$ cat src/rtl/rr_sel_arbiter_pkg.sv
// Shared definitions for the round-robin select arbiter: state encoding and
// a one-hot helper used to build the grant vector from the winning index.
package arb_pkg;

  localparam logic ST_IDLE = 1'b0;
  localparam logic ST_BUSY = 1'b1;

  typedef enum logic {
    S_IDLE = ST_IDLE,
    S_BUSY = ST_BUSY
  } state_t;

  localparam int ONEHOT_W = 32;

  function automatic logic [ONEHOT_W-1:0] onehot(input int unsigned idx);
    return ONEHOT_W'(1) << idx;
  endfunction

endpackage

$ cat src/rtl/rr_sel_arbiter_if.sv
// Handshake and select bundle between the requesting sources, the arbiter
// and the downstream 4:1 mux; slave is the arbiter side.
interface rr_sel_arbiter_if #(
  parameter int N     = 4,
  parameter int SEL_W = $clog2(N)
);
  logic [N-1:0]     in_valid;
  logic [N-1:0]     in_last;
  logic [N-1:0]     in_ready;
  logic             out_ready;
  logic             out_valid;
  logic             out_last;
  logic [SEL_W-1:0] sel;
  logic [N-1:0]     grant;
  logic             busy;

  modport slave (
    input  in_valid, in_last, out_ready,
    output in_ready, out_valid, out_last, sel, grant, busy
  );

  modport master (
    output in_valid, in_last, out_ready,
    input  in_ready, out_valid, out_last, sel, grant, busy
  );
endinterface

$ cat src/rtl/rr_sel_arbiter_pick.sv
// Combinational rotating-priority encoder: first asserted request found when
// searching ptr, ptr+1, ... modulo N.
module rr_pick #(
  parameter int N     = 4,
  parameter int SEL_W = $clog2(N)
) (
  input  logic [N-1:0]     req,
  input  logic [SEL_W-1:0] ptr,
  output logic             any,
  output logic [SEL_W-1:0] idx
);

  logic [SEL_W-1:0] cand;

  // Walk from the lowest priority upward so the last hit is the winner;
  // the index wraps for free because N is a power of two.
  always_comb begin
    any  = 1'b0;
    idx  = '0;
    cand = '0;
    for (int i = N - 1; i >= 0; i--) begin
      cand = ptr + SEL_W'(i);
      if (req[cand]) begin
        any = 1'b1;
        idx = cand;
      end
    end
  end

endmodule

$ cat src/rtl/rr_sel_arbiter.sv
// Round-robin arbiter driving the select of a 4:1 mux; locks one source per
// packet (or per MAX_HOLD beats) and forwards its valid/ready handshake.
//   state  | meaning
//   S_IDLE | no owner, grant=0; arbitrate among in_valid starting at ptr
//   S_BUSY | owner locked; sel/grant frozen until last beat or hold limit
module rr_sel_arbiter
  import arb_pkg::*;
#(
  parameter int N        = 4,
  parameter int SEL_W    = $clog2(N),
  parameter int MAX_HOLD = 16
) (
  input logic              clk,
  input logic              rst,
  rr_sel_arbiter_if.slave  bus
);

  localparam int CNT_W = (MAX_HOLD < 2) ? 1 : $clog2(MAX_HOLD + 1);
  localparam logic [CNT_W-1:0] HOLD_LAST = CNT_W'((MAX_HOLD > 0) ? MAX_HOLD - 1 : 0);
  localparam logic [CNT_W-1:0] CNT_SAT   = (MAX_HOLD == 0) ? '1 : CNT_W'(MAX_HOLD);

  state_t           state;
  logic [SEL_W-1:0] ptr;
  logic [SEL_W-1:0] sel_r;
  logic [N-1:0]     grant_r;
  logic [CNT_W-1:0] beat_cnt;

  logic             pick_any;
  logic [SEL_W-1:0] pick_idx;
  logic             out_valid_w;
  logic             out_last_w;
  logic             xfer;
  logic             hold_hit;
  logic             release_w;

  rr_pick #(
    .N     (N),
    .SEL_W (SEL_W)
  ) u_pick (
    .req (bus.in_valid),
    .ptr (ptr),
    .any (pick_any),
    .idx (pick_idx)
  );

  assign out_valid_w = |(bus.in_valid & grant_r);
  assign out_last_w  = |(bus.in_last & bus.in_valid & grant_r);
  assign xfer        = out_valid_w & bus.out_ready;
  // beat_cnt counts beats already taken, so HOLD_LAST marks the MAX_HOLD-th beat
  assign hold_hit    = (MAX_HOLD != 0) && (beat_cnt == HOLD_LAST);
  assign release_w   = xfer & (out_last_w | hold_hit);

  assign bus.in_ready  = grant_r & {N{bus.out_ready}};
  assign bus.out_valid = out_valid_w;
  assign bus.out_last  = out_last_w;
  assign bus.sel       = sel_r;
  assign bus.grant     = grant_r;
  assign bus.busy      = (state == S_BUSY);

  always_ff @(posedge clk) begin
    if (rst) begin
      state    <= S_IDLE;
      ptr      <= '0;
      sel_r    <= '0;
      grant_r  <= '0;
      beat_cnt <= '0;
    end else begin
      case (state)
        S_IDLE: begin
          if (pick_any) begin
            state    <= S_BUSY;
            sel_r    <= pick_idx;
            grant_r  <= N'(onehot(32'(pick_idx)));
            beat_cnt <= '0;
          end
        end
        S_BUSY: begin
          if (xfer && (beat_cnt != CNT_SAT)) begin
            beat_cnt <= beat_cnt + CNT_W'(1);
          end
          // sel is left alone so the mux keeps pointing at the last owner
          if (release_w) begin
            state   <= S_IDLE;
            grant_r <= '0;
            ptr     <= sel_r + SEL_W'(1);
          end
        end
        default: begin
          state   <= S_IDLE;
          grant_r <= '0;
        end
      endcase
    end
  end

endmodule

$ cat src/flat_wrapper.sv
// flat-port wrapper written by rule: the top's interface ports become plain ports
module rr_sel_arbiter_flat import arb_pkg::*;
#(
  parameter int N        = 4,
  parameter int SEL_W    = $clog2(N),
  parameter int MAX_HOLD = 16
)
  (clk, rst, bus_in_valid, bus_in_last, bus_out_ready, bus_in_ready, bus_out_valid, bus_out_last, bus_sel, bus_grant, bus_busy);
  rr_sel_arbiter_if #(.N(N), .SEL_W(SEL_W)) bus_i ();
  input logic clk;
  input logic rst;
  input wire logic [$bits(bus_i.in_valid)-1:0] bus_in_valid;
  input wire logic [$bits(bus_i.in_last)-1:0] bus_in_last;
  input wire logic [$bits(bus_i.out_ready)-1:0] bus_out_ready;
  output wire logic [$bits(bus_i.in_ready)-1:0] bus_in_ready;
  output wire logic [$bits(bus_i.out_valid)-1:0] bus_out_valid;
  output wire logic [$bits(bus_i.out_last)-1:0] bus_out_last;
  output wire logic [$bits(bus_i.sel)-1:0] bus_sel;
  output wire logic [$bits(bus_i.grant)-1:0] bus_grant;
  output wire logic [$bits(bus_i.busy)-1:0] bus_busy;
  assign bus_i.in_valid = bus_in_valid;
  assign bus_i.in_last = bus_in_last;
  assign bus_i.out_ready = bus_out_ready;
  assign bus_in_ready = bus_i.in_ready;
  assign bus_out_valid = bus_i.out_valid;
  assign bus_out_last = bus_i.out_last;
  assign bus_sel = bus_i.sel;
  assign bus_grant = bus_i.grant;
  assign bus_busy = bus_i.busy;
  rr_sel_arbiter #(.N(N), .SEL_W(SEL_W), .MAX_HOLD(MAX_HOLD)) u_core (.clk(clk), .rst(rst), .bus(bus_i));
endmodule
$ cat config.mk
export PLATFORM = sky130hd
export DESIGN_NAME = rr_sel_arbiter_flat
export DESIGN_NICKNAME = d
export VERILOG_FILES = /design/src/rtl/rr_sel_arbiter_pkg.sv /design/src/rtl/rr_sel_arbiter_if.sv /design/src/rtl/rr_sel_arbiter_pick.sv /design/src/rtl/rr_sel_arbiter.sv /design/src/flat_wrapper.sv
export SDC_FILE = /design/constraint.sdc
export NUM_CORES = 1
export LEC_CHECK = 0
export ABC_AREA = 1
export CAP_MARGIN = 20
export CORE_MARGIN = 4
export CORE_UTILIZATION = 49
export DETAILED_ROUTE_END_ITERATION = 8
export PLACE_DENSITY = 0.81
export SYNTH_ARGS = -nofsm -noshare
export SYNTH_HDL_FRONTEND = slang
export SYNTH_SLANG_ARGS = --single-unit
$ cat constraint.sdc
create_clock -name clk -period 1.7 [get_ports clk]
set_clock_uncertainty 0.1 [all_clocks]
set_input_delay 0.425 -clock clk [delete_from_list [all_inputs] [get_ports clk]]
set_output_delay 0.425 -clock clk [all_outputs]
set_load 0.1 [all_outputs]
==> results of run 1 <==
## path summary, 6_finish.rpt
kind,startpoint,to,slack [ns],cells past startpoint
setup reg to reg,u_core.ptr[0]$_SDFFE_PP0P_,u_core.bus.grant[1]$_SDFFE_PP0P_,-0.09,11
setup / recovery,u_core.ptr[0]$_SDFFE_PP0P_,u_core.bus.grant[1]$_SDFFE_PP0P_,-0.09,11
hold reg to reg,u_core.beat_cnt[0]$_SDFFE_PP0P_,u_core.beat_cnt[0]$_SDFFE_PP0P_,0.36,1
hold / removal,u_core.beat_cnt[0]$_SDFFE_PP0P_,u_core.beat_cnt[0]$_SDFFE_PP0P_,0.36,1
## what timing repair did
| item | in CTS | in global routing |
|---|---|---|
| pin swaps | 5 | 17 |
| hold endpoints to repair | 0 | 0 |
| setup endpoints to repair | 19 | 13 |
| buffers inserted | 3 | 7 |
| hold buffers | 0 | 0 |
| gates resized for setup | 18 | 33 |
## area by class of cell
| class | count | share of cell area, % |
|---|---|---|
| multi-input cells | 115 | 43.67 |
| repair buffers | 44 | 29.60 |
| flip-flops and latches | 14 | 16.73 |
| inverters | 25 | 6.648 |
| well taps | 27 | 1.889 |
| clock buffers | 3 | 1.260 |
| clock inverters | 1 | 0.2099 |
## worst max-delay path: stages (launching register included)
cell	delay, ns
dfxtp_2	0.35
buf_12	0.13
inv_8	0.05
nand2_2	0.08
nand3_1	0.12
nand2_1	0.13
nand3_1	0.10
nand2_2	0.12
nor2_1	0.07
nor2_1	0.16
nand3_1	0.11
a21oi_1	0.19
## cell families after synthesis
family / after synthesis / synth area share, %
adder cells (fa/ha/maj): 3 / 3.580
AND/OR/NAND/NOR: 92 / 47.02
flip-flops: 14 / 26.73
buffers and inverters: 27 / 10.86
XOR/XNOR: 1 / 0.8355
AO/OA/AOI/OAI: 19 / 10.98
## cells in the final DEF, fill, tap and decap left out, types with 2 or more instances in the layout
| master | netlist | layout |
|---|---|---|
| o21ai_1 | 0 | 2 |
| buf_2 | 0 | 2 |
| a21oi_1 | 10 | 7 |
| nand2_1 | 35 | 24 |
| inv_1 | 21 | 17 |
| inv_2 | 3 | 2 |
| buf_4 | 0 | 19 |
| nand3_1 | 26 | 22 |
| dlygate4sd2_1 | 0 | 5 |
| clkbuf_4 | 0 | 3 |
| nand2_2 | 8 | 13 |
| buf_12 | 0 | 15 |
| nand3_2 | 1 | 5 |
| a21oi_2 | 2 | 5 |
| o21ai_4 | 0 | 2 |
| nand2_8 | 1 | 2 |
| nand2_4 | 6 | 11 |
| nand4_1 | 3 | 3 |
| nor2_4 | 1 | 2 |
| clkdlybuf4s15_2 | 0 | 2 |
| ha_1 | 3 | 3 |
| dfxtp_4 | 0 | 4 |
| dfxtp_1 | 14 | 7 |
| nor3_1 | 4 | 4 |
| clkinvlp_4 | 0 | 4 |
| nor2_1 | 4 | 4 |
| dfxtp_2 | 0 | 3 |
## sequential cells by signal (all words and copies together), names as in the netlist
register          count
u_core.beat_cnt       5
u_core.bus.sel        2
u_core.bus.busy       1
u_core.bus.grant      4
u_core.ptr            2
## routing by layer
metal	up-vias	wire length, microns	track usage, %
li1	600	-	-
met1	598	1605	26.00
met2	80	1907	43.03
met3	17	274	3.270
met4	0	140	10.37
met5	-	0	0
## where the power goes
group | internal (mW) | total [mW] | switching (mW)
combinational | 0.154 | 0.417 | 0.262
sequential | 0.337 | 0.355 | 0.0186
clock | 0.0855 | 0.206 | 0.120
## metrics by stage
| step | setup TNS [ns] | hold slack [ns] | area (sq um) | instances |
|---|---|---|---|---|
| floorplan | -11.36 | 0.3311 | 1100 | 156 |
| global placement | -5.615 | 0.3423 | 1574 | 215 |
| detailed placement | -6.792 | 0.3538 | 1574 | 215 |
| CTS | 0 | 0.3661 | 1615 | 222 |
| global route | -0.9701 | 0.3844 | 1788 | 229 |
| finish | -0.2423 | 0.3637 | 1788 | 229 |
==> reports/metrics.cfg, run 1 <==
[status]
run_status=finished with violations
failed_checks=negative setup slack

[yosys]
yosys.area.top_type=dfxtp_1
synthesis.area_sq_um=1049
postSynthCellCount=156
synth_enable_flop_cells=0
synth_most_common_cell=nand2_1
synth-seq-area-share_pct=26.73
synth_seq_cells=14
post_synth_most_frequent_cells=nand2_1, nand3_1, inv_1
synthTopCellsByArea=dfxtp_1, nand2_1, nand3_1
netlist.area_leader.share_pct=26.73
synth.net_count=170
synth_flop_cell=dfxtp_1
syn_avg_cell_area_sq_um=6.721
synth.distinct_cells=27
postSynth.asyncResetShare_pct=0
yosys_warnings=0

[cts]
clkSinkCount=14
insertion_delay_ns=0.29
cts_htree_levels=1
cts_made_buffers=3
clock_tree.buffer_depth=2
root_buf_cell=clkbuf_4
cts_tree=built
worst_setup_hold_path_clk_slew_ns=0.09

[setup_path]
cp-start-kind=register
cp_data_arrival_time_ns=1.90
critical_path_required_ns=1.81
crit_path_end_kind=register
setup.worst_path.class=register to register
worstPathMaxFanout=8

[die]
io_pins=24
die_y_microns=54.26
chipWidth_microns=54.26
placement_rows=16
fp.dieArea_sq_um=2944
design.core.area_sq_um=2002
initial_utilization_pct=52.38

[power_and_ir_drop]
max-vdd-ir-drop_v=0.0005562
p_per_area_nw_per_um2=546.7
post-layout-total-power_mw=0.9774
power.static_leakage_nw=0.7630

[route]
routedWlPerCell_microns=17.15
viasPerCell=5.655
wl_microns=3928
vias_after_detailed_routing=1295
route.antenna.remaining_nets=0
drt-initial-drc-count=33
drt_pass1_iterations=4
drc_errors=0

[global_route]
global_route.usage.total_pct=23.27
grt.overflow.total=0
antenna_violations_before_repair=0
via_count_of_the_first_global_routing_pass=1142
global_route_wire_length_before_repair_microns=4988
pin_count_of_the_biggest_net_entering_global_routing=10

[finish]
final_net_count=217
area.sequential_sq_um=299.0
area_grow_syn2layout_pct=70.52
final_layout_size_suffix_gt1_share_pct=49.01
combined_area_of_the_multi_input_logic_cells_sq_um=780.7
number_of_filler_instances_in_the_final_layout=89
antenna_cells_inserted=0
finalCoreUtilization_pct=89.31

[sta]
final-max-slew-violation-count=0
rsz0062_at_grt=yes
worstMarginPinSlew_ns=0.4052
final-hold-violation-count=0
max_freq_ghz=0.5595
slew_headroom_pct=72.78
fin_ws_ns=-0.08742
period_share_pct=105.1
setup_viol=6
min_period_ns=1.787

[min_path]
hp-class=register to register

[placed_design]
dp.final_hpwl_microns=2392
io_buffers=23
gp_congestion=0.8758
place_worst_setup_slack_ns=-0.4587

[job]
drv_cap=0

No activity file was read; power rests on OpenSTA's default activity.
==> run 2, diff against run 1 <==
Settings changed: CTS_BUF_LIST from default to sky130_fd_sc_hd__clkbuf_16.
==> reports/metrics.cfg, run 2 (same netlist as run 1, synthesis figures left out) <==
[status]
run_status=finished with violations
failed_checks=negative setup slack

[die]
design.core.area_sq_um=2002  ; unchanged
io_pins=24  ; unchanged
chipWidth_microns=54.26  ; unchanged
placement_rows=16  ; unchanged
initial_utilization_pct=52.38  ; unchanged
fp.dieArea_sq_um=2944  ; unchanged
die_y_microns=54.26  ; unchanged

[route]
wl_microns=4767  ; +21%
drt-initial-drc-count=67  ; +100%
viasPerCell=6.174  ; +9.2%
drc_errors=0  ; unchanged
vias_after_detailed_routing=1420  ; +9.7%
route.antenna.remaining_nets=0  ; unchanged
drt_pass1_iterations=4  ; unchanged
routedWlPerCell_microns=20.73  ; +21%

[finish]
largest_reg_flops=5  ; unchanged
finalCoreUtilization_pct=93.00  ; +3.7 points
area_grow_syn2layout_pct=77.57
stdcell_count=230  ; +0.44%
number_of_filler_instances_in_the_final_layout=71  ; -20%
most-common-layout-cells=nand2_1, nand3_1, buf_4
combined_area_of_the_multi_input_logic_cells_sq_um=794.5  ; +1.8%
antenna_cells_inserted=0  ; unchanged
area.sequential_sq_um=299.0  ; unchanged
final_area_sq_um=1862  ; +4.1%
max_flop_register=u_core.beat_cnt
final_layout_size_suffix_gt1_share_pct=50.74  ; +1.7 points
most_common_cell_after_layout_fill_and_taps_aside=nand2_1
final_net_count=218  ; +0.46%

[min_path]
hp-class=register to register
min_path_cells=2  ; +1
worstHoldEndpoint=u_core.beat_cnt[2]$_SDFFE_PP0P_
hold_path_startpoint=u_core.beat_cnt[2]$_SDFFE_PP0P_

[sta]
setup-tns-final_ns=-0.8202  ; -0.5779 ns
worstMarginPinSlew_ns=0.4509  ; +0.04568 ns
fin_ws_ns=-0.2511  ; -0.1636 ns
period_share_pct=114.8  ; +9.6 points
finalHoldWorstSlack_ns=0.4232  ; +0.05953 ns
min_period_ns=1.951  ; +0.1636 ns
final-hold-violation-count=0  ; unchanged
setup_viol=11  ; +5
slew_headroom_pct=69.71  ; -3.1 points
rsz0062_at_grt=yes
final-max-slew-violation-count=0  ; unchanged
max_freq_ghz=0.5125  ; -8.4%

[placed_design]
dp.final_hpwl_microns=2392  ; unchanged
placed_area_sq_um=1574  ; unchanged
place_worst_setup_slack_ns=-0.4587  ; unchanged
place_inst=215  ; unchanged
gp_congestion=0.8758  ; unchanged
io_buffers=23  ; unchanged

[setup_path]
crit_path_end_kind=register
worst_path_max_delay_cell=dfxtp_2
worstPathMaxFanout=8  ; unchanged
cp_data_arrival_time_ns=2.01  ; +0.11 ns
critical_path.reg2reg.startpoint=u_core.ptr[0]$_SDFFE_PP0P_
rrSetupSlack_ns=-0.25  ; -0.16 ns
r2r_cells=11  ; unchanged
cpPeakStageDelay_ns=0.34  ; about the same
setup.worst_path.class=register to register
cp-start-kind=register
worstPathCellList=buf_12 -> clkinv_8 -> nand2_2 -> nand3_1 -> nand2_2 -> nand3_1 -> nand2_2 -> nor2_1 -> nor2_1 -> nand3_1 -> a21oi_1
reg2reg_to=u_core.bus.grant[1]$_SDFFE_PP0P_
critical_path_required_ns=1.76  ; -0.05 ns

[cts]
worst_setup_hold_path_clk_slew_ns=0.05  ; -0.04 ns
insertion_delay_ns=0.24  ; -0.05 ns
clkSinkCount=14  ; unchanged
hold_buffers=0  ; unchanged
cts_htree_levels=1  ; unchanged
cts_made_buffers=3  ; unchanged
cts_tree=built
root_buf_cell=clkbuf_16
clock_tree.buffer_depth=2  ; unchanged

[global_route]
pin_count_of_the_biggest_net_entering_global_routing=10  ; unchanged
via_count_of_the_first_global_routing_pass=1233  ; +8.0%
global_route_wire_length_before_repair_microns=5589  ; +12%
global_route.usage.total_pct=26.26  ; +3.0 points
grt.overflow.total=0  ; unchanged
antenna_violations_before_repair=0  ; unchanged

[power_and_ir_drop]
p_per_area_nw_per_um2=665.8  ; +22%
post-layout-total-power_mw=1.240  ; +27%
power.static_leakage_nw=0.7799  ; +2.2%
max-vdd-ir-drop_v=0.0008170  ; +47%

[job]
drv_cap=0  ; unchanged

run 2: timing repair:
action | 4_1_cts | 5_1_grt
pin swaps | 10 | 22
cloned | 1 | 0
gates resized for setup | 25 | 32
setup endpoints to repair | 20 | 16
buffers inserted | 2 | 8
run 2: cell type report:
cell class / instances / share of cell area, %
Clock inverter: 1 / 0.2016
Sequential cell: 14 / 16.06
Inverter: 25 / 6.788
Timing Repair Buffer: 44 / 28.43
Clock buffer: 3 / 4.032
Multi-Input combinational cell: 116 / 42.67
Tap cell: 27 / 1.815
run 2: power by group:
part	internal, mW	total (mW)	leakage, nW	switching [mW]
Sequential	0.338	0.361	0.118	0.0226
Combinational	0.158	0.433	0.623	0.275
Clock	0.311	0.446	0.0385	0.135
run 2: critical path, delay by kind of cell (launching register included):
| family | cells | cell delay [ns] |
|---|---|---|
| compound gates | 1 | 0.18 |
| flops | 1 | 0.34 |
| simple gates | 8 | 1.03 |
| buf+inv | 2 | 0.21 |
run 2: layer usage:
metal / part of all wire [%] / vias to the layer above / GRT usage [%]
met2: 51 / 107 / 48.41
met3: 8.3 / 33 / 5.995
li1: - / 611 / -
met1: 35 / 669 / 27.95
met4: 5.9 / 0 / 12.03
met5: 0 / - / 0
run 2: how the worst max path moves through the flow:
stage	start	end	slack [ns]
final	u_core.ptr[0]$_SDFFE_PP0P_	u_core.bus.grant[1]$_SDFFE_PP0P_	-0.25
after CTS	u_core.beat_cnt[1]$_SDFFE_PP0P_	u_core.beat_cnt[4]$_SDFFE_PP0P_	0.0001
after floorplan	u_core.bus.grant[1]$_SDFFE_PP0P_	u_core.beat_cnt[2]$_SDFFE_PP0P_	-0.93
after detailed placement	bus_in_valid[1]	u_core.bus.grant[2]$_SDFFE_PP0P_	-0.46
after global placement	bus_in_valid[1]	bus_out_last	-0.36
after global routing	u_core.ptr[0]$_SDFFE_PP0P_	u_core.bus.grant[1]$_SDFFE_PP0P_	-0.24
==> run 3, diff against run 2 <==
Settings changed: SETUP_SLACK_MARGIN from default to 0.02.
==> reports/metrics.cfg, run 3 (same netlist as run 1, synthesis figures left out) <==
[min_path]
hp-class=register to register

[placed_design]
io_buffers=23  ; unchanged
gp_congestion=0.8758  ; unchanged
place_inst=215  ; unchanged
place_worst_setup_slack_ns=-0.4587  ; unchanged
dp.final_hpwl_microns=2392  ; unchanged

[sta]
fin_ws_ns=-0.1504  ; +0.1007 ns
finalHoldWorstSlack_ns=0.3752  ; -0.04798 ns
slew_headroom_pct=69.97  ; +0.26 points
final-hold-violation-count=0  ; unchanged
setup_viol=7  ; -4
final-max-slew-violation-count=0  ; unchanged
min_period_ns=1.850  ; -0.1007 ns
worstMarginPinSlew_ns=0.4471  ; -0.003849 ns
max_freq_ghz=0.5404  ; +5.4%
period_share_pct=108.8  ; -5.9 points
rsz0062_at_grt=yes

[route]
drt-initial-drc-count=113  ; +69%
viasPerCell=6.293  ; +1.9%
vias_after_detailed_routing=1460  ; +2.8%
routedWlPerCell_microns=20.84  ; +0.55%
drt_pass1_iterations=5  ; +1
route.antenna.remaining_nets=0  ; unchanged
wl_microns=4835  ; +1.4%
drc_errors=0  ; unchanged

[global_route]
global_route.usage.total_pct=26.32  ; +0.057 points
pin_count_of_the_biggest_net_entering_global_routing=10  ; unchanged
global_route_wire_length_before_repair_microns=5602  ; +0.23%
grt.met1_usage_pct=28.12  ; +0.17 points
global_route.usage.met2_pct=48.41  ; unchanged
busiest_layer=met2
via_count_of_the_first_global_routing_pass=1236  ; +0.24%
grt.overflow.total=0  ; unchanged
antenna_violations_before_repair=0  ; unchanged
grt.met3_usage_pct=5.995  ; unchanged

[cts]
root_buf_cell=clkbuf_16
clkSinkCount=14  ; unchanged
cts_made_buffers=3  ; unchanged
cts_htree_levels=1  ; unchanged
clock_tree.buffer_depth=2  ; unchanged
insertion_delay_ns=0.25  ; about the same
hold_buffers=0  ; unchanged
cts_tree=built
worst_setup_hold_path_clk_slew_ns=0.05  ; about the same

[die]
die_y_microns=54.26  ; unchanged
placement_rows=16  ; unchanged
fp.dieArea_sq_um=2944  ; unchanged
initial_utilization_pct=52.38  ; unchanged
chipWidth_microns=54.26  ; unchanged
design.core.area_sq_um=2002  ; unchanged
io_pins=24  ; unchanged

[setup_path]
crit_cells=11  ; unchanged
setup.worst_path.class=register to register
r2r_cells=11  ; unchanged
cp_data_arrival_time_ns=1.92  ; -0.09 ns
crit_path_end_kind=register
rrSetupSlack_ns=-0.15  ; +0.10 ns
worstPathMaxFanout=8  ; unchanged
reg2reg_to=u_core.bus.grant[2]$_SDFFE_PP0P_
cp-start-kind=register
critical_path_required_ns=1.77  ; about the same
cpPeakStageDelay_ns=0.34  ; about the same
worst_path_max_delay_cell=dfxtp_2
crit_end=u_core.bus.grant[2]$_SDFFE_PP0P_
cp_top_family=simple AND/OR/NAND/NOR gates
critical_path.reg2reg.startpoint=u_core.ptr[0]$_SDFFE_PP0P_
crit_buf_inv=4  ; +2
crit_start=u_core.ptr[0]$_SDFFE_PP0P_
worstPathCellList=buf_12 -> clkinv_8 -> nand2_2 -> nand3_2 -> buf_4 -> buf_4 -> nand3_1 -> nand3_1 -> nand2_1 -> nand3_1 -> a21oi_1
worst_path_most_repeated_cell=nand3_1

[finish]
stdcell_count=232  ; +0.87%
final_net_count=220  ; +0.92%
most_common_cell_after_layout_fill_and_taps_aside=nand2_1
largest_reg_flops=5  ; unchanged
finalCoreUtilization_pct=93.50  ; +0.50 points
most-common-layout-cells=nand2_1, nand3_1, buf_4
max_flop_register=u_core.beat_cnt
area.sequential_sq_um=300.3  ; +0.42%
area_grow_syn2layout_pct=78.52
combined_area_of_the_multi_input_logic_cells_sq_um=782.0  ; -1.6%
number_of_filler_instances_in_the_final_layout=72  ; +1.4%
antenna_cells_inserted=0  ; unchanged
final_layout_size_suffix_gt1_share_pct=50.73  ; about the same

[power_and_ir_drop]
power.static_leakage_nw=0.7872  ; +0.94%
max-vdd-ir-drop_v=0.0008246  ; +0.93%
p_per_area_nw_per_um2=667.9  ; +0.31%
post-layout-total-power_mw=1.250  ; +0.85%

[status]
failed_checks=negative setup slack
run_status=finished with violations

[job]
drv_cap=0  ; unchanged

## run 3: per-layer routing
metal	vias to the layer above	wire (microns)
li1	612	-
met1	681	1692
met4	0	395
met3	46	439
met2	121	2308
met5	-	0
## run 3: cell type report
cell class | count | area share, %
timing repair buffer | 46 | 29.28
clock inverter | 1 | 0.2005
sequential | 14 | 16.04
multi-input combinational | 116 | 41.78
inverter | 25 | 6.885
clock buffer | 3 | 4.011
tap | 27 | 1.805
## run 3: worst min-delay path: stages (launching register included)
cell     delay (ns)
dfxtp_2        0.33
nand2_2        0.07
a21oi_2        0.04
## run 3: power by group
part / switching, mW / internal (mW) / total [mW]
Combinational: 0.275 / 0.162 / 0.437
Sequential: 0.0210 / 0.338 / 0.359
Clock: 0.142 / 0.312 / 0.454
Total: 0.439 / 0.812 / 1.25
## run 3: metrics by stage
stage                     area [sq um]  TNS [ns]
after CTS                         1698         0
after detailed placement          1574    -6.792
after floorplan                   1100    -11.36
after global routing              1872    -1.839
after global placement            1574    -5.615
final                             1872   -0.6328
## run 3: how the worst min path moves through the flow
stage | start | to | slack (ns) | cells past startpoint
CTS | u_core.beat_cnt[0]$_SDFFE_PP0P_ | u_core.beat_cnt[0]$_SDFFE_PP0P_ | 0.37 | 1
global route | u_core.beat_cnt[1]$_SDFFE_PP0P_ | u_core.beat_cnt[1]$_SDFFE_PP0P_ | 0.40 | 2
finish | u_core.beat_cnt[1]$_SDFFE_PP0P_ | u_core.beat_cnt[1]$_SDFFE_PP0P_ | 0.38 | 2
floorplan | u_core.beat_cnt[0]$_SDFFE_PP0P_ | u_core.beat_cnt[0]$_SDFFE_PP0P_ | 0.33 | 1
detailed placement | u_core.beat_cnt[0]$_SDFFE_PP0P_ | u_core.beat_cnt[0]$_SDFFE_PP0P_ | 0.35 | 1
global placement | u_core.beat_cnt[0]$_SDFFE_PP0P_ | u_core.beat_cnt[0]$_SDFFE_PP0P_ | 0.34 | 1
## run 3: what timing repair did
action | in CTS | in global routing
endpoints found under the setup margin | 20 | 14
gates cloned | 1 | 0
buffers inserted | 2 | 10
resized for setup | 27 | 33
pin swaps | 10 | 20
==> variant 1, RTL diff (settings of run 2) <==
Reset style: asynchronous (`rst`), changed in one clocked block.
--- a/src/rtl/rr_sel_arbiter.sv
+++ b/src/rtl/rr_sel_arbiter.sv
@@ -57,7 +57,7 @@
   assign bus.grant     = grant_r;
   assign bus.busy      = (state == S_BUSY);
 
-  always_ff @(posedge clk) begin
+  always_ff @(posedge clk or posedge rst) begin
     if (rst) begin
       state    <= S_IDLE;
       ptr      <= '0;
Check against the original RTL: differs if rst is asserted again (counterexample within 4 cycles, from zero or initial values and one cycle with rst high); with rst held inactive, the same outputs for 10 cycles.
==> variant 1 against run 2 <==
- the run still ends with setup timing left
- synthesized cell count shrank 9.0%
- sequential cell count unchanged
- non-clock buffer count fell by 11
- first-iteration DRC count decreased by 51%
- wire length shrank 36%
- utilization down 8.9 points
- synthesized area is the same
- final cell count is 11% lower
- cell area fell by 9.5%
- worst setup slack improved by 0.16 ns
Power is left out: it rests on default switching activity, and per cell area and clock period it moved more than threefold.
==> variant 1: results (changes against run 2) <==
[setup_path]
cp_max_fo=5  ; -3
critPathSlowestCell=dfrtp_4
reg2reg_depth=10  ; -1
cp.arrival_ns=1.27  ; -0.74 ns
max_stage_delay_ns=0.51  ; +0.17 ns

[finish]
multiInputGateArea_um2=692  ; -13%
buffers=33  ; -25%
filler_cell_count=117  ; +65%
nets=193  ; -11%
n_all_inverters=19  ; -24%
seq_area_um2=369  ; +23%
drive_gt1_frac=0.455  ; -0.0523
multi_input_cells=108  ; -6.9%
buffer_area_frac=0.252  ; -0.0324
n_sequential_cell=14  ; unchanged
clock_area_frac=0.0468  ; +0.00447

[synth]
ys_async_sr_fraction=1.00  ; +1.00
synth_compound_area_frac=0.0943  ; -0.0155
synth_xor_xnor_area_share=0.0167  ; +0.00835
synth.top_cells.by_area=dfrtp_1 33%, nand2_1 18%, nand3_1 6.7%, inv_1 6.1%, nand2_4 5.4%
synth_cells=142  ; -9.0%
yosysSeqAreaShare=0.334  ; +0.0668
syn_nets=156  ; -8.2%
synth_warnings=0  ; unchanged
synth_common_cells=49 x nand2_1, 17 x inv_1, 14 x dfrtp_1, 14 x nand3_1, 7 x nand2_2
ys_types=23  ; -15%
synth_ff_type=dfrtp_1

[timing]
worst_slack_ns=-0.0918  ; +0.159 ns
setup_viol=3  ; -8
max_slew.worst_pin.slew_ns=0.247  ; -0.204 ns

[clocking]
post_cts_buffers=4  ; +2
cts_resized=11  ; -56%
htree_levels=1  ; unchanged
root_buffer=clkbuf_16

[global_route]
antenna_found_initial=0  ; unchanged
grt_usage=0.234  ; -0.0286
grt_first_pass_wirelength_um=4900  ; -12%
grt_max_degree=15  ; +5

[hold_path]
hold_class=primary input to asynchronous set/reset pin

[placed_design]
io_buffers=23  ; unchanged
gp_congestion=0.797  ; -9.0%
place_inst=195  ; -9.3%
hpwlAfterDp_um=2250  ; -5.9%
pre_cts_slack_ns=-0.391  ; +0.0673 ns

[drt]
vias_per_cell=5.36  ; -13%
vias=1098  ; -23%
drt_iter0_markers=33  ; -51%
first_pass_iters=4  ; unchanged
wirelength_um=3050  ; -36%

[status]
violations=setup timing
status=complete, but fails checks

-- variant 1: changes by cell type in the layout (fill, tap and decap cells not counted), sizes merged, moves of 4 or more --
cell          run 2  this run
dfxtp            14         0
inv              20        16
buf              38        23
nand3            27        14
a21oi            12         4
nor3              4         0
dfrtp             0        14
nand2            50        63
-- variant 1: routing by layer --
metal / vias to the layer above / track usage / share of wire
li1: 522 / - / -
met1: 514 / 0.239 / 0.37
met2: 49 / 0.458 / 0.52
met3: 13 / 0.0354 / 0.069
met4: 0 / 0.104 / 0.031
met5: - / 0 / 0
-- variant 1: worst paths after layout --
kind | slack (ns) | startpoint | end
min | 0.38 | rst | u_core.bus.sel[1]$_DFFE_PP0P_
max in group asynchronous | 0.92 | rst | u_core.bus.grant[3]$_DFFE_PP0P_
max | -0.09 | u_core.bus.grant[0]$_DFFE_PP0P_ | bus_out_last
min reg2reg | 0.47 | u_core.bus.busy$_DFF_PP0_ | u_core.bus.busy$_DFF_PP0_
min in group clk | 0.47 | u_core.bus.busy$_DFF_PP0_ | u_core.bus.busy$_DFF_PP0_
max reg2reg | -0.01 | u_core.ptr[0]$_DFFE_PP0P_ | u_core.bus.grant[2]$_DFFE_PP0P_
-- variant 1: per-stage QoR --
stage / util / hold slack, ns / instance area [µm²] / setup TNS [ns]
after CTS: 0.814 / 0.387 / 1630 / -0.101
final: 0.841 / 0.381 / 1680 / -0.144
after global routing: 0.841 / 0.398 / 1680 / -0.364
after floorplan: - / 0.214 / 1110 / -11.89
after global placement: 0.761 / 0.445 / 1520 / -5.15
after detailed placement: 0.761 / 0.471 / 1520 / -6.16
-- variant 1: critical path: cells and delay by family, from the launching register on --
family                 cells  cell delay, ns
and+or+nand+nor            2            0.27
buffers and inverters      1            0.24
DFF                        1            0.51
==> variant 2, RTL diff (config.mk and constraints of run 2) <==
Made on the original files. `N` is set to 4 in 4 places; all go to 8.
--- a/src/rtl/rr_sel_arbiter_if.sv
+++ b/src/rtl/rr_sel_arbiter_if.sv
@@ -1,7 +1,7 @@
 // Handshake and select bundle between the requesting sources, the arbiter
 // and the downstream 4:1 mux; slave is the arbiter side.
 interface rr_sel_arbiter_if #(
-  parameter int N     = 4,
+  parameter int N     = 8,
   parameter int SEL_W = $clog2(N)
 );
   logic [N-1:0]     in_valid;
--- a/src/rtl/rr_sel_arbiter_pick.sv
+++ b/src/rtl/rr_sel_arbiter_pick.sv
@@ -1,7 +1,7 @@
 // Combinational rotating-priority encoder: first asserted request found when
 // searching ptr, ptr+1, ... modulo N.
 module rr_pick #(
-  parameter int N     = 4,
+  parameter int N     = 8,
   parameter int SEL_W = $clog2(N)
 ) (
   input  logic [N-1:0]     req,
--- a/src/rtl/rr_sel_arbiter.sv
+++ b/src/rtl/rr_sel_arbiter.sv
@@ -6,7 +6,7 @@
 module rr_sel_arbiter
   import arb_pkg::*;
 #(
-  parameter int N        = 4,
+  parameter int N        = 8,
   parameter int SEL_W    = $clog2(N),
   parameter int MAX_HOLD = 16
 ) (
--- a/src/flat_wrapper.sv
+++ b/src/flat_wrapper.sv
@@ -1,7 +1,7 @@
 // flat-port wrapper written by rule: the top's interface ports become plain ports
 module rr_sel_arbiter_flat import arb_pkg::*;
 #(
-  parameter int N        = 4,
+  parameter int N        = 8,
   parameter int SEL_W    = $clog2(N),
   parameter int MAX_HOLD = 16
 )
Interface: changed (5 resized); port bits go from 24 to 41. The function was not compared with the original's and may differ.
==> variant 2 against run 2 <==
- the flow now stops in 5_1_grt
- synthesized area is 66% higher
==> variant 2: results (changes against run 2) <==
[status]
status=stopped before the end
failing_step=5_1_grt
stop_error=[ERROR DPL-0038] Utilization greater than 100%, impossible to legalize

[synth]
yosysSeqAreaShare=0.230  ; -0.0373
synth_common_cells=79 x nand2_1, 41 x nand3_1, 29 x inv_1, 25 x a21oi_1, 20 x dfxtp_1
yosysMostFrequentCell=nand2_1
synth.top_cells.by_area=dfxtp_1 23%, nand2_1 17%, nand3_1 12%, a21oi_1 7.2%, inv_1 6.3%
ys_types=31  ; +15%
syn_nets=303  ; +78%
synth_warnings=0  ; unchanged
ys_async_sr_fraction=0  ; unchanged
synth-seq-cells=20  ; +6

[placed_design]
io_buffers=40  ; +74%
pre_cts_slack_ns=-0.880  ; -0.422 ns
hpwlAfterDp_um=5320  ; +120%
gp_congestion=0.964  ; +10%

[clocking]
cts-buffers-inserted=3  ; unchanged
root_buffer=clkbuf_16
post_cts_buffers=11  ; +9
cts_resized=91  ; +260%
cts.path.max_buffers=2  ; unchanged
htree_levels=1  ; unchanged

[timing]
endpoint_type=sequential cell input
worst_endpoint=u_core.bus.grant[3]$_SDFFE_PP0P_/D

[global_route]
grt_max_degree=14

variant 2: changes by cell type after synthesis, sizes merged, moves of 3 or more:
cell | run 2 | this run
ha | 3 | 6
dfxtp | 14 | 20
nand4 | 3 | 8
nor2 | 6 | 14
nand3 | 27 | 49
o21ai | 5 | 8
a21oi | 12 | 27
nand2 | 50 | 93
inv | 25 | 37
variant 2: kinds of logic after synthesis:
kind of cell               count (synthesis)  synth area share
buffers and inverters                     43             0.106
xor gates and xnor gates                   2            0.0101
and+or+nand+nor                          168             0.486
adders and majority gates                  6            0.0431
DFF                                       20             0.230
AOI/OAI and AO/OA                         39             0.124
variant 2: per-stage QoR:
stage / utilization / hold WS (ns) / area [µm²] / std cells
2_1_floorplan: - / 0.352 / 2020 / 278
3_3_place_gp: 0.873 / 0.365 / 2960 / 398
3_5_place_dp: 0.873 / 0.373 / 2960 / 398
4_1_cts: 0.961 / 0.427 / 3260 / 412
